### src/rtl/otp_pkg.sv
// Keystream constants and next-key function shared by the OTP encryptor and decryptor,
// so both ends produce the same keystream.
package otp_pkg;

    localparam logic [15:0] OTP_SEED = 16'h3327;
    localparam logic [15:0] OTP_POLY = 16'hB400;

    typedef enum logic {
        ST_EMPTY = 1'b0,
        ST_FULL  = 1'b1
    } out_state_t;

    // Galois step: shift right, fold the feedback mask in when the dropped bit is set
    function automatic logic [15:0] otp_next_key(input logic [15:0] key,
                                                 input logic [15:0] poly = OTP_POLY);
        return (key >> 1) ^ (key[0] ? poly : 16'h0000);
    endfunction

endpackage

### src/rtl/otp_keystream_lfsr.sv
// 16-bit Galois LFSR keystream generator. Reload to the seed takes priority over advance.
module otp_keystream_lfsr
    import otp_pkg::*;
#(
    parameter logic [15:0] SEED = OTP_SEED,
    parameter logic [15:0] POLY = OTP_POLY
) (
    input  logic        clk,
    input  logic        reset_n,
    input  logic        advance,
    input  logic        reload,
    output logic [15:0] key
);

    logic [15:0] r_key;

    always_ff @(posedge clk or negedge reset_n) begin
        if (!reset_n)
            r_key <= SEED;
        else if (reload)
            r_key <= SEED;
        else if (advance)
            r_key <= otp_next_key(r_key, POLY);
    end

    assign key = r_key;

endmodule

### src/rtl/otp_stream_decryptor.sv
// Receive-side OTP decryptor: single-stage valid/ready pipe that XORs each ciphertext
// word with the rolling keystream, reseeding at every frame boundary or on resync.
module otp_stream_decryptor
    import otp_pkg::*;
#(
    parameter int          DATA_W    = 16,
    parameter logic [15:0] SEED      = OTP_SEED,
    parameter logic [15:0] POLY      = OTP_POLY,
    parameter int          FRAME_LEN = 256
) (
    input  logic              clk,
    input  logic              reset_n,
    input  logic              passthrough,
    input  logic              resync,
    input  logic [DATA_W-1:0] in_data,
    input  logic              in_valid,
    output logic              in_ready,
    output logic [DATA_W-1:0] out_data,
    output logic              out_valid,
    input  logic              out_ready,
    output logic [15:0]       word_count,
    output logic              frame_done
);

    localparam logic [15:0] LP_LAST = 16'(FRAME_LEN - 1);

    out_state_t        r_state;
    out_state_t        w_state_nxt;
    logic [DATA_W-1:0] r_out_data;
    logic [15:0]       r_word_count;
    logic              r_frame_done;
    logic [15:0]       w_key;
    logic              w_accept;
    logic              w_decrypt;
    logic              w_frame_end;

    assign w_accept    = in_valid && in_ready;
    assign w_decrypt   = w_accept && !passthrough;
    assign w_frame_end = w_decrypt && (r_word_count == LP_LAST);

    otp_keystream_lfsr #(
        .SEED (SEED),
        .POLY (POLY)
    ) u_lfsr (
        .clk     (clk),
        .reset_n (reset_n),
        .advance (w_decrypt),
        .reload  (resync || w_frame_end),
        .key     (w_key)
    );

    always_ff @(posedge clk or negedge reset_n) begin
        if (!reset_n)
            r_state <= ST_EMPTY;
        else
            r_state <= w_state_nxt;
    end

    always_comb begin
        w_state_nxt = r_state;
        case (r_state)
            ST_EMPTY: if (w_accept)               w_state_nxt = ST_FULL;
            ST_FULL:  if (out_ready && !w_accept) w_state_nxt = ST_EMPTY;
        endcase
    end

    always_comb begin
        out_valid = (r_state == ST_FULL);
        in_ready  = !out_valid || out_ready;
    end

    // The accepted word always sees the pre-update key, even on resync or frame end
    always_ff @(posedge clk or negedge reset_n) begin
        if (!reset_n)
            r_out_data <= '0;
        else if (w_accept)
            r_out_data <= passthrough ? in_data : (in_data ^ w_key);
    end

    always_ff @(posedge clk or negedge reset_n) begin
        if (!reset_n) begin
            r_word_count <= '0;
            r_frame_done <= 1'b0;
        end else begin
            r_frame_done <= w_frame_end;
            if (resync || w_frame_end)
                r_word_count <= '0;
            else if (w_decrypt)
                r_word_count <= r_word_count + 16'd1;
        end
    end

    assign out_data   = r_out_data;
    assign word_count = r_word_count;
    assign frame_done = r_frame_done;

endmodule

### config.mk
export PLATFORM = sky130hd
export DESIGN_NAME = otp_stream_decryptor
export DESIGN_NICKNAME = d
export VERILOG_FILES = /design/src/rtl/otp_pkg.sv /design/src/rtl/otp_keystream_lfsr.sv /design/src/rtl/otp_stream_decryptor.sv
export SDC_FILE = /design/constraint.sdc
export NUM_CORES = 1
export LEC_CHECK = 0
export CORE_MARGIN = 10
export CORE_UTILIZATION = 60
export CTS_BUF_LIST = sky130_fd_sc_hd__clkbuf_8
export DETAILED_ROUTE_END_ITERATION = 8
export DONT_BUFFER_PORTS = 1
export PLACE_DENSITY_LB_ADDON = 0.15
export SLEW_MARGIN = 20
export SYNTH_ARGS = -nofsm -noshare
export SYNTH_HDL_FRONTEND = slang
export SYNTH_SLANG_ARGS = --single-unit
### constraint.sdc
create_clock -name clk -period 3 [get_ports clk]
set_clock_uncertainty 0.05 [all_clocks]
set_input_delay 0.3 -clock clk [delete_from_list [all_inputs] [get_ports clk]]
set_output_delay 0.3 -clock clk [all_outputs]
set_load 0.005 [all_outputs]
# [Word level (Yosys, flattened, before mapping)]
# Index checks and enable logic that the tools add are counted.
[totals] register_bits=50 in_bits=22 out_inout_bits=35
[op_classes] add_sub_neg=1 n_eq_ne=1 muxes=9 bitwise=3 n_reduce_logical=10
[ops] op="$mux W16" n=6
[ops] op="$add A16 B1 Y16 const B" n=1
[ops] op="$eq A16 B8 Y1 const B" n=1
[ops] op="$xor A15 B16 Y16" n=1
[ops] op="$xor A16 B16 Y16" n=1
[ops] op="$logic_and A1 B1 Y1" n=4
[ops] op="$logic_not A1 Y1" n=3
[ops] op="$logic_or A1 B1 Y1" n=2
[ops] op="$mux W1" n=2
[ops] op="$pmux W1 S2" n=1
[ops] op="$reduce_bool A2 Y1" n=1
[ops] op="$not A1 Y1" n=1

# [Longest topological paths before layout]
[depth] ltp_word=7 mapped_depth=6 depth_no_buf=5

# [By module]
# From an unflattened synthesis, not the netlist that was laid out.
[hier_totals] cells_unflattened=237 area_unflattened_um2=2494.9
[by_module_without_submodules] module="otp_stream_decryptor" n_inst=1 cells_each=181 area_per_inst_um2=1767.9 seq_area_each_um2=850.8
[by_module_without_submodules] module="otp_keystream_lfsr" n_inst=1 cells_each=56 area_per_inst_um2=726.9 seq_area_each_um2=410.4

# [Worst setup path before layout]
# No wires, ideal clock.
[synth_path] path_kind="reg-to-reg" startpoint="register r_word_count[0] (netlist: word_count[0])" endpoint="register r_word_count[10] (netlist: word_count[10])" setup_time_ps=77 arrival_time_ps=1597 t_required_ps=2873 setup_slack_ps=1275 path_stages_with_launch=7 path_cell_list="dfrtp_1 ha_1 and3_1 nand3_2 buf_6 or4_1 a21oi_1"
[synth_via] elab_chain_len=4
[synth_rtl] element="start: declaration" line="otp_stream_decryptor.sv:30" text="logic [15:0] r_word_count;"
[synth_rtl] element="start signal: assignment" line="otp_stream_decryptor.sv:89" text="r_word_count <= r_word_count + 16'd1;"
[synth_rtl] element="parallel branches: the longest is 4 deep, another holds $add A16 B1 Y16"
# Parallel ways; which one is timed is not known. The select of a mux whose other input is x is not followed.
# A chain may end at the register's enable or synchronous reset.

# [Final worst setup path]
[layout_path] startpoint="register r_state (netlist: out_valid)" endpoint="register r_out_data[10] (netlist: out_data[10])"
[layout_via] elab_chain_len=3
[layout_rtl] element="start: declaration" line="otp_stream_decryptor.sv:27" text="out_state_t r_state;"
[layout_rtl] element="start signal: assignment" line="otp_stream_decryptor.sv:56" text="r_state <= w_state_nxt;"
[layout_rtl] element="$logic_not A1 Y1" line="otp_stream_decryptor.sv:69" text="in_ready = !out_valid || out_ready;"
[layout_rtl] element="$logic_or A1 B1 Y1" line="otp_stream_decryptor.sv:69"
[layout_rtl] element="net in_ready" line="otp_stream_decryptor.sv:17" text="output logic in_ready,"
[layout_rtl] element="$logic_and A1 B1 Y1" line="otp_stream_decryptor.sv:37" text="assign w_accept = in_valid && in_ready;"
[layout_rtl] element="end signal: assignment" line="otp_stream_decryptor.sv:77" text="r_out_data <= passthrough ? in_data : (in_data ^ w_key);"
[layout_rtl] element="end: declaration" line="otp_stream_decryptor.sv:29" text="logic [DATA_W-1:0] r_out_data;"
# The timed path passes the listed nets, and every way through them passes these cells.

==> out/qor.json <==
{
  "cts_htree_levels": 2,
  "deepest_clock_path_buffer_count": 2,
  "die_w_um": 83.9,
  "type_of_the_worst_setup_path": "flop to flop",
  "cap_violations": 0,
  "grt_use_total_pct": 14.8,
  "cts.reportedPaths.clkPinSlew_ns": 0.09,
  "dpl-instance-area_sq_um": 2460,
  "clock_sink_count": 50,
  "critical_path.cell_chain": "nor2b_1 > inv_2 > nand2_1 > o21ai_0",
  "core_area_sq_um": 3970,
  "worst_case_register_to_register_setup_slack_ns": 0.94,
  "io_buffers": 0,
  "first_pass_grt_wire_length_mm": 8.79,
  "drt-wirelength-per-cell_um": 17.9,
  "grt_start_max_net_pins": 51,
  "row_count": 23,
  "synth-seq-area-share_pct": 51.5,
  "critical_path.slowest_cell": "sky130_fd_sc_hd__nand2_1",
  "clk_tree_root_cell": "sky130_fd_sc_hd__clkbuf_8",
  "peakVddDrop_uv": 327,
  "num_io_pins": 57,
  "worst_r2r_startpoint": "out_valid",
  "insertedDiodeCount": 0,
  "drt_first_iter_violations": 176,
  "postRouteWirelength_mm": 5.37,
  "syn_area_sq_um": 2450,
  "synth_largest_type_area_fraction_pct": 42.9,
  "design_area_sq_um": 2620,
  "worst_hold_startpoint": "resync",
  "num_vias": 1727,
  "chipHeight_um": 83.9,
  "period_needed_ns": 2.06,
  "fmaxAchievable_ghz": 0.484,
  "synth_nets": 274,
  "critPathCaptureType": "flop",
  "fin_max_slew_vios": 0,
  "area_overhead_of_the_layout_relative_to_synthesis_pct": 7.05,
  "timing.final.hold_violations": 0,
  "start_util_pct": 61.7,
  "filler_cell_count": 320,
  "cp_required_ns": 3.09,
  "worst-slew-pin-transition_ns": 1.13,
  "reg_area_sq_um": 1260,
  "route.detailed.drc": 0,
  "design.die.area_sq_um": 7040,
  "layout.nets": 272,
  "initial_antenna_violation_count": 0,
  "grt-ovfl-total": 0,
  "cts_tree": "done",
  "arrival_ns": 2.16,
  "dp.final_hpwl_mm": 3.74,
  "place_congestion": 0.760,
  "relSlewSlack_pct": 24.2,
  "fin_tns_setup_ns": 0,
  "netlist_instances": 251,
  "worst_r2r_path_depth": 4,
  "hold_depth": 1,
  "leakage_uw": 0.00106,
  "yosysTopAreaCell": "sky130_fd_sc_hd__dfrtp_1",
  "final_layout_size_suffix_gt1_share_pct": 9.20,
  "cts-buffers-inserted": 5,
  "report.final.setup_viol": 0,
  "synth.distinct_cells": 38,
  "worst_hold_path_type": "primary input to flop",
  "vias_per_cell": 5.76,
  "powerDensity_nw_per_um2": 525,
  "biggest_cell_delay_along_the_critical_path_ns": 0.67,
  "yosys-top-cells-area": "sky130_fd_sc_hd__dfrtp_1 43%, sky130_fd_sc_hd__dfstp_2 8.6%, sky130_fd_sc_hd__xnor2_1 7.9%",
  "critical_path.max_fanout": 32,
  "setup_repair_after_global_routing_missed_its_margin": "false",
  "yosysWarnings": 0,
  "postSynthRegisterBits": 50,
  "r2r-end": "out_data[10]",
  "final_min_period_over_clock_period_pct": 68.8,
  "synthesis.area_per_instance_sq_um": 9.76,
  "area_occupied_by_multi_input_gates_sq_um": 1110,
  "status": "finished clean",
  "clock_latency_at_the_later_pin_of_the_worst_skew_pair_ns": 0.30,
  "first_global_vias": 1628,
  "detail-route-antenna-nets": 0,
  "detailedRoute.firstPassIterationCount": 4,
  "critPathLaunchType": "flop",
  "hold_ep": "word_count[6]"
}
[how the worst max path moves through the flow]
stage,start,end,slack (ns),cells after the start
after floorplan,word_count[0],word_count[10],1.28,6
after global placement,out_valid,out_data[2],0.98,4
after detailed placement,out_valid,out_data[10],0.93,4
after CTS,out_valid,out_data[1],0.91,4
after global routing,out_valid,out_data[15],0.73,4
final,out_valid,out_data[10],0.94,4
[Yosys cell counts (all sizes together)]
cell type  number
xnor2          22
nand2b          2
o31ai           6
nor4            2
o21ai          17
nor2b          15
nor2           11
xor2            4
dfstp           8
clkbuf          8
nand2          49
nor4b           1
inv             4
nand4b          1
buf             5
a21oi          15
a31oi           1
nor3            3
nand3           6
a211o           2
a211oi          1
and2b           3
and4            2
or3             1
or4             5
nand4           4
ha              1
mux2i           1
o41ai           1
dfrtp          42
and3            1
nand3b          6
or4b            1
[area by class of cell]
type | instances | share of cell area (%)
inverter | 4 | 0.573
timing repair buffer | 4 | 2.10
multi-input combinational | 184 | 42.4
clock inverter | 2 | 1.29
tap | 50 | 2.39
clock buffer | 6 | 3.15
sequential | 50 | 48.1
[registers in the layout, indices dropped and copies added, names as in the netlist]
| signal | flops |
|---|---|
| out_valid | 1 |
| frame_done | 1 |
| u_lfsr.key | 16 |
| out_data | 16 |
| word_count | 16 |
[critical path, delay by kind of cell, from the launching register on]
| family | cells | cell delay (ns) |
|---|---|---|
| buf+inv | 1 | 0.18 |
| compound gates | 1 | 0.22 |
| flops | 1 | 0.37 |
| simple gates | 2 | 1.08 |
[layout by cell type (no fill, tap or decap), types with 2 or more instances in the layout]
cell                            Yosys  final
sky130_fd_sc_hd__nor3_1             3      3
sky130_fd_sc_hd__a211o_1            2      2
sky130_fd_sc_hd__nand4_1            4      4
sky130_fd_sc_hd__dlygate4sd3_1      0      2
sky130_fd_sc_hd__dfstp_2            8      8
sky130_fd_sc_hd__xnor2_1           22     22
sky130_fd_sc_hd__nand3_1            4      4
sky130_fd_sc_hd__clkbuf_8           0      6
sky130_fd_sc_hd__and4_1             2      2
sky130_fd_sc_hd__nor4_1             2      2
sky130_fd_sc_hd__nor2_1            11     11
sky130_fd_sc_hd__o31ai_1            5      5
sky130_fd_sc_hd__or4_1              5      5
sky130_fd_sc_hd__and2b_1            2      2
sky130_fd_sc_hd__nor2b_1           15     15
sky130_fd_sc_hd__inv_1              3      4
sky130_fd_sc_hd__nand2b_1           2      2
sky130_fd_sc_hd__dfrtp_1           42     42
sky130_fd_sc_hd__a21oi_1           15     15
sky130_fd_sc_hd__xor2_1             4      4
sky130_fd_sc_hd__nand3_2            2      2
sky130_fd_sc_hd__nand2_1           49     49
sky130_fd_sc_hd__nand3b_1           6      6
sky130_fd_sc_hd__o21ai_0           17     17
[report_power, final]
group          total (uW)  internal (uW)  switching, uW
logic                 128           55.4           72.6
registers             770            727           43.1
clock network         477            269            209
total                1380           1050            325
[repair_timing]
item	CTS	global route
hold buffers	2	1
endpoints found under the hold margin	50	3
resized for setup	0	0
buffers inserted	0	0
[metal layers]
metal	wire, um	track usage (%)	part of all wire [%]
met2	2350	21.7	44
met1	2460	19.1	46
met5	0	0	0
met4	42	4.57	0.78
met3	511	6.35	9.5
[cell families after synthesis]
group	after synthesis	synth area share, %
mux	1	0.409
xor+xnor	26	9.29
compound gates	43	10.6
simple gates	113	24.6
flops	50	51.5
buf+inv	17	3.12
fa+ha+maj	1	0.511
[metrics by stage]
step | std cells | util (%) | power, uW | hold slack (ns) | worst slack (ns)
floorplan | 251 | - | 866 | -0.0456 | 1.28
global placement | 289 | 61.9 | 889 | -0.0437 | 0.982
detailed placement | 289 | 61.9 | 895 | -0.0436 | 0.930
CTS | 299 | 65.8 | 1390 | 0.00118 | 0.912
global route | 300 | 66.0 | 1440 | 0.00275 | 0.726
finish | 300 | 66.0 | 1380 | 0.00951 | 0.935
Power figures use the tool's default switching activity.
